## config.mk

```make
export PLATFORM = sky130hd
export DESIGN_NAME = mux_packer
export DESIGN_NICKNAME = d
export VERILOG_FILES = /design/src/rtl/dec_pkg.sv /design/src/rtl/byte_pack_reg.sv /design/src/rtl/mux_packer.sv
export SDC_FILE = /design/constraint.sdc
export NUM_CORES = 1
export LEC_CHECK = 0
export ABC_AREA = 1
export ABC_CLOCK_PERIOD_IN_PS = 1390
export CORE_UTILIZATION = 45
export DETAILED_ROUTE_END_ITERATION = 6
export HOLD_SLACK_MARGIN = 0.06
export PLACE_DENSITY = 0.85
export SETUP_SLACK_MARGIN = 0.5
export SLEW_MARGIN = 20
export SYNTH_ARGS = -nofsm -noshare
export SYNTH_HDL_FRONTEND = slang
export SYNTH_SLANG_ARGS = --single-unit
export TNS_END_PERCENT = 30
```

## constraint.sdc

```tcl
create_clock -name clk_sys -period 1.39 [get_ports clk_sys]
set_input_delay 0.278 -clock clk_sys [delete_from_list [all_inputs] [get_ports clk_sys]]
set_output_delay 0.278 -clock clk_sys [all_outputs]
set_load 0.03 [all_outputs]
```

## src/rtl/dec_pkg.sv

```systemverilog
// dec_pkg: shared widths, select encodings and packer FSM states for the decryption datapath
package dec_pkg;
  localparam int MST_DWIDTH = 32;
  localparam int SYS_DWIDTH = 8;
  localparam int BYTES_PER_WORD = 4;
  localparam logic [1:0] SEL_CH0 = 2'd0;
  localparam logic [1:0] SEL_CH1 = 2'd1;
  localparam logic [1:0] SEL_CH2 = 2'd2;
  localparam logic [1:0] SEL_NONE = 2'd3;
  typedef enum logic {IDLE, FILL} state_t;
endpackage

```

## src/rtl/byte_pack_reg.sv

```systemverilog
// byte_pack_reg: MSB-first byte position register with byte count
//  clk_sys/rst_n  clock, async active-low reset
//  din            byte to store at the current position
//  load           store din and advance the count
//  clear          discard the partial word; a same-cycle load becomes byte 0
//  word           packed word including this cycle's byte (complete when full)
//  full           this cycle's load completes a word
module byte_pack_reg
  import dec_pkg::*;
#(
  parameter int MST_DWIDTH = dec_pkg::MST_DWIDTH,
  parameter int SYS_DWIDTH = dec_pkg::SYS_DWIDTH
) (
  input  logic                  clk_sys,
  input  logic                  rst_n,
  input  logic [SYS_DWIDTH-1:0] din,
  input  logic                  load,
  input  logic                  clear,
  output logic [MST_DWIDTH-1:0] word,
  output logic                  full
);
  localparam int N = MST_DWIDTH / SYS_DWIDTH;
  localparam int CW = $clog2(N);
  localparam logic [CW-1:0] LAST = CW'(N - 1);
  logic [MST_DWIDTH-1:0] shreg;
  logic [CW-1:0] count, pos;
  // clear restarts at position 0 so a byte arriving with the clear starts the new word
  assign pos = clear ? '0 : count;
  assign full = load && pos == LAST;
  always_comb begin
    word = clear ? '0 : shreg;
    for (int i = 0; i < N; i++)
      if (load && pos == i[CW-1:0]) word[MST_DWIDTH-1-SYS_DWIDTH*i -: SYS_DWIDTH] = din;
  end
  always_ff @(posedge clk_sys or negedge rst_n)
    if (!rst_n) begin
      shreg <= '0;
      count <= '0;
    end else begin
      shreg <= word;
      count <= load ? pos + 1'b1 : pos;
    end
endmodule

```

## src/rtl/mux_packer.sv

```systemverilog
// mux_packer: selects one of three byte channels and packs bytes MSB-first into words
//  clk_sys/rst_n          clock, async active-low reset
//  select                 0/1/2 = channel, 3 = none
//  dataN_i/validN_i       channel N byte and qualifier
//  data_o                 last completed word (held between pulses)
//  valid_o                one-cycle pulse per completed word
module mux_packer
  import dec_pkg::*;
#(
  parameter int MST_DWIDTH = dec_pkg::MST_DWIDTH,
  parameter int SYS_DWIDTH = dec_pkg::SYS_DWIDTH
) (
  input  logic                  clk_sys,
  input  logic                  rst_n,
  input  logic [1:0]            select,
  input  logic [SYS_DWIDTH-1:0] data0_i,
  input  logic                  valid0_i,
  input  logic [SYS_DWIDTH-1:0] data1_i,
  input  logic                  valid1_i,
  input  logic [SYS_DWIDTH-1:0] data2_i,
  input  logic                  valid2_i,
  output logic [MST_DWIDTH-1:0] data_o,
  output logic                  valid_o
);
  logic [1:0] sel_q;
  logic [SYS_DWIDTH-1:0] din;
  logic [MST_DWIDTH-1:0] word;
  logic load, clear, full;
  state_t state, state_nxt;
  assign din = select == SEL_CH0 ? data0_i : select == SEL_CH1 ? data1_i : data2_i;
  assign load = select == SEL_CH0 ? valid0_i : select == SEL_CH1 ? valid1_i :
                select == SEL_CH2 && valid2_i;
  // any select change, including to or from SEL_NONE, drops the partial word
  assign clear = select != sel_q;
  byte_pack_reg #(.MST_DWIDTH(MST_DWIDTH), .SYS_DWIDTH(SYS_DWIDTH)) u_pack (
    .clk_sys(clk_sys),
    .rst_n  (rst_n),
    .din    (din),
    .load   (load),
    .clear  (clear),
    .word   (word),
    .full   (full)
  );
  always_comb begin
    state_nxt = state;
    state_nxt = load && !full ? FILL : clear || full ? IDLE : state;
  end
  always_ff @(posedge clk_sys or negedge rst_n)
    if (!rst_n) begin
      state   <= IDLE;
      sel_q   <= SEL_NONE;
      data_o  <= '0;
      valid_o <= 1'b0;
    end else begin
      state   <= state_nxt;
      sel_q   <= select;
      valid_o <= full;
      if (full) data_o <= word;
    end
endmodule

```

**Word level (Yosys, flattened, before mapping)**

Cells that the tools add are included.

- Register bits: 69
- Logic and storage cells: 30
- Output and inout bits: 33
- Bits of input ports: 31

- Add/sub/neg operators: 1
- Reduce and logical (&&, ||, !) cells: 7
- Mux-type cells: 11
- Equality and inequality tests: 6

Operators with widths:

| cell | count |
|---|---|
| $mux W8 | 6 |
| $mux W32 | 1 |
| $eq A2 B2 Y1 const B | 3 |
| $logic_and A1 B1 Y1 | 5 |
| $eq A2 B1 Y1 const B | 2 |
| $logic_not A2 Y1 | 2 |
| $mux W2 | 2 |
| $add A2 B1 Y2 const B | 1 |
| $mux W1 | 2 |
| $ne A2 B2 Y1 | 1 |

**Logic depth before layout (Yosys ltp)**

- Depth after elaboration: 6
- Mapped depth: 10
- Mapped depth without buffers: 9

**Hierarchy**

A second synthesis with hierarchy kept.

- Cell total of the unflattened synthesis: 405
- Area, all modules: 3254.4 um^2

Modules (own cells, without submodules):

| module | cells an instance | sequential area each (um^2) | times used | area an instance (um^2) |
|---|---|---|---|---|
| byte_pack_reg | 220 | 850.8 | 1 | 1692.9 |
| mux_packer | 185 | 878.3 | 1 | 1561.5 |

**Worst setup path after synthesis**

OpenSTA, ideal clock, no wires.

- Kind: reg2reg
- From: reg sel_q[0]
- To: reg data_o[19]
- Required time: 1.272 ns
- Path slack: -0.102 ns
- Arrival time: 1.373 ns
- Library setup time: 0.118 ns
- Clock period less this slack: 1.492 ns
- Buffers on the path: 1
- Cell stages (with the launch flop): 9
- Cell sequence: dfstp_2 -> nand2_1 -> nand2_1 -> nand3_4 -> nor2_4 -> inv_1 -> buf_2 -> nand2_1 -> nand2_1

- Word-level cells in the longest chain between the ends: 5
- Elaborated cells between the ends (all ways): 8
- Those cells by class: eq/ne: 3; mux: 3; reduce/logical: 2

RTL lines:

| what | RTL line | RTL |
|---|---|---|
| start, declared | mux_packer.sv:25 | `logic [1:0] sel_q;` |
| start signal, assigned | mux_packer.sv:56 | `sel_q <= select;` |
| $ne A2 B2 Y1 (*) | mux_packer.sv:34 | `assign clear = select != sel_q;` |
| $mux W2 | byte_pack_reg.sv:28 | `assign pos = clear ? '0 : count;` |
| $eq A2 B1 Y1 | byte_pack_reg.sv:33 | `if (load && pos == i[CW-1:0]) word[MST_DWIDTH-1-SYS_DWIDTH*i -: SYS_DWIDTH] = din;` |
| $logic_and A1 B1 Y1 | byte_pack_reg.sv:33 |  |
| $mux W8 | byte_pack_reg.sv:33 |  |
| end signal, assigned | mux_packer.sv:58 | `if (full) data_o <= word;` |
| end, declared | mux_packer.sv:22 | `output logic [MST_DWIDTH-1:0] data_o,` |

Every way passes the cells marked *; elsewhere a longest branch is shown, timed or not.
A chain may end at the register's enable or synchronous reset.

**Worst setup path after layout**

- From: reg sel_q[0]
- To: reg u_pack.shreg[10]

- Word-level cells in the longest chain between the ends: 5
- Elaborated cells between the ends (all ways): 6
- Those cells by class: eq/ne: 2; mux: 3; reduce/logical: 1

RTL lines:

| what | RTL line | RTL |
|---|---|---|
| $ne A2 B2 Y1 (*) | mux_packer.sv:34 |  |
| $mux W2 | byte_pack_reg.sv:28 |  |
| $eq A2 B2 Y1 | byte_pack_reg.sv:33 |  |
| $logic_and A1 B1 Y1 | byte_pack_reg.sv:33 |  |
| $mux W8 (*) | byte_pack_reg.sv:33 |  |
| via u_pack.word[10] | byte_pack_reg.sv:19 | `output logic [MST_DWIDTH-1:0] word,` |
| end signal, assigned | byte_pack_reg.sv:40 | `shreg <= word;` |
| end, declared | byte_pack_reg.sv:25 | `logic [MST_DWIDTH-1:0] shreg;` |

The timed path passes the listed nets; every way through them passes the cells marked *.

==> impl_results.md <==
* Levels on crit path at 6
* DR DRC count at 0
* CTS tree: done
* FF-to-FF setup slack at -0.18 ns
* Post-synth top cells: 144 x nand2_1, 59 x dfrtp_1, 32 x nand3_1
* Synth unique cells at 20
* Critical Path Source: sel_q[0]
* Core ar. at 6030 um^2
* RSZ-0062 raised after global routing: yes
* Drt first pass iters at 4
* Clk_skew at 0.00586 ns
* Failing checks: setup timing
* Port Buf Inserts at 63
* Global route overflow at 0
* Tot Pwr at 4.08 mW
* DR top layer: met4
* Htree depth at 3
* Post-synth top area share at 51.8%
* NumNets Final at 478
* Cell with the most instances after synthesis: nand2_1
* FF-to-FF Start: sel_q[0]
* Yosys warning count at 0
* Worst path cell trace: nand2_1 -> nand2_4 -> nand3_4 -> nor2_4 -> nand2_1 -> and2_1
* Total wire length at 7680 um
* Final min period at 1.57 ns
* Largest net degree at the start of global routing at 38
* Clock tree buffer depth at 2
* Synth-to-Final Area Change at 45.7%
* Vias in the first global route at 2677
* Top FF cell, synth: dfrtp_1
* Slew @ Worst Pin at 0.305 ns
* Gpl congestion at 0.846
* Full die area at 6650 um^2
* WP data arrival at 1.81 ns
* Insertion delay to the later sink of the worst-skew pair at 0.34 ns
* CP Launch Type: flop
* Critical Path Max Stage Delay at 0.54 ns
* Post-synth net total at 379
* Leakage at 2.15 nW
* Syn Std Cell Area at 2850 um^2
* Crit-path max FO at 8
* DRT met1 WL at 3210 um
* Slew headroom at 79.7%
* Max-slew violation count at 0
* Synth Instances at 348
* Final-report hold violation count at 0
* Post-synth ARST share at 100%
* Initial Util at 47.3%
* # IOs at 64
* HPWL Detailed at 4750 um
* Via density at 5.11
* Hold_ws at 0.295 ns
* Maxcap violations at 0
* Cell accounting for the most synthesized area: dfrtp_1
* Setup tns final at -5.97 ns
* Die H at 81.6 um
* Reg2Reg Depth at 6
* Initial antenna violation count at 0
* Setup Viol. Count Final at 56
* Drt first-iter violations at 179
* Inst Count DP at 505
* Met3 routed WL at 412 um
* # rows at 28
* Fmax at 637 MHz
* Final WS setup at -0.181 ns
* DR WL/cell at 14.7 um
* Critical path's top delay family: simple AND/OR/NAND/NOR gates
* Seq/Total Area, Yosys at 53.7%
* Met2 Wirelength at 3740 um
* Classification of the worst-slack hold path: input port to flop
* Fin cells at 524
* VDD IR max at 0.000586 V
* PwrDens at 984 nW/um^2
* Die W at 81.6 um
* Mapped Avg Cell Area at 8.18 um^2
* CTS Root Cell: clkbuf_8
* Required @ worst endpoint at 1.63 ns
* Antenna cells at 0
* First-pass GRT wire length at 12000 um
* Post-detailed-route count of antenna-violating nets at 0
* Flip-flop and latch count after synthesis at 61
* Clock Sinks at 61
* Setup CP Type: flop to flop
* Post-place setup slack at -0.754 ns
* Crit path buf inv count at 0
* Reg clk slew, reported paths at 0.07 ns
* Status: complete, but fails checks
* Layout cells sized above 1 at 26.7%
* Critical path endpoint category: flop
* Vias at 2678
* Top post-synthesis cells by area: dfrtp_1 52%, nand2_1 19%, nand3_1 5.6%
* Crit-path most repeated cell: nand2_1
* Final Cycle Share at 113%
* GRT Overall Usage at 25.0%
* Crit path capture: u_pack.shreg[10]
* CP max-delay cell: dfstp_2
* RR Endpoint: u_pack.shreg[10]
* EDFF count, synth at 0
* Total CTS buffers at 9
==> routing by layer <==
metal	vias to the layer above	global-route usage (%)
met4	0	18.9
met3	33	5.22
met5	-	0
li1	1287	-
met2	97	39.2
met1	1261	30.2
==> placed cells by master (no fill, tap or decap), types with 2 or more instances in the layout <==
cell,synthesis,layout
nand4_1,2,2
clkbuf_8,0,12
buf_6,2,23
inv_1,20,18
o21ai_0,23,9
buf_4,1,30
nand2_2,0,12
o21ai_1,1,11
and2_4,0,2
and2_1,22,20
clkdlybuf4s50_1,0,27
dfrtp_1,59,59
nor2_1,20,17
nand3_4,1,2
nand2_4,0,2
buf_2,9,7
buf_12,0,5
inv_8,0,2
dlygate4sd2_1,0,4
nand2_1,144,130
nand3_2,3,4
nand3_1,32,30
dfstp_2,2,2
nor2_2,0,3
nor2_4,3,3
o21ai_2,0,4
==> report_power, final <==
group | switching [mW] | leakage (nW) | internal, mW
clock | 0.681 | 0.0971 | 0.893
combinational | 0.345 | 1.22 | 0.285
sequential | 0.0373 | 0.832 | 1.84
total | 1.06 | 2.15 | 3.02
==> metrics by stage <==
| stage | utilization, % | cell area [um^2] |
|---|---|---|
| 2_1_floorplan | - | 2880 |
| 3_3_place_gp | 63.0 | 3790 |
| 3_5_place_dp | 63.0 | 3790 |
| 4_1_cts | 66.3 | 3990 |
| 5_1_grt | 68.9 | 4150 |
| 6_report | 68.9 | 4150 |
==> registers in the layout, summed over array words and instances (netlist names) <==
name and cells:
u_pack.count 2, valid_o 1, u_pack.shreg 24, data_o 32
sel_q 2
==> kinds of logic (layout without fill, tap and decap cells) <==
logic type             count (synthesis)  in the layout  share of synthesized area [%]
AO/OA/AOI/OAI                         25             25                           4.66
XOR/XNOR                               2              2                          0.879
buffers and inverters                 33            134                           5.40
flip-flops                            61             61                           53.7
AND/OR/NAND/NOR                      227            227                           35.4
==> final cells by class <==
type	count	area, um^2
fillers	465	1880
flip-flops and latches	61	1530
multi-input cells	254	1270
repair buffers	99	973
clock buffers	11	151
well taps	75	93.8
inverters	21	88.8
clock inverters	2	35.0
repair inverters	1	11.3
==> worst min-delay path by stage <==
stage	from	endpoint	slack, ns	depth (start not counted)
floorplan	rst_n	data_o[0]	-0.02	0
global placement	rst_n	data_o[28]	0.29	2
detailed placement	rst_n	data_o[28]	0.29	2
CTS	select[1]	sel_q[1]	0.27	1
global route	select[1]	sel_q[1]	0.31	1
finish	select[1]	sel_q[1]	0.30	1
==> what timing repair did <==
item,in CTS,in global routing
endpoints found under the hold margin,59,0
setup buffers,3,0
gates cloned,1,1
hold buffers,1,0
pin swaps,7,10
gates resized for setup,129,104
setup endpoints to repair,92,129
Power figures use the tool's default switching activity.
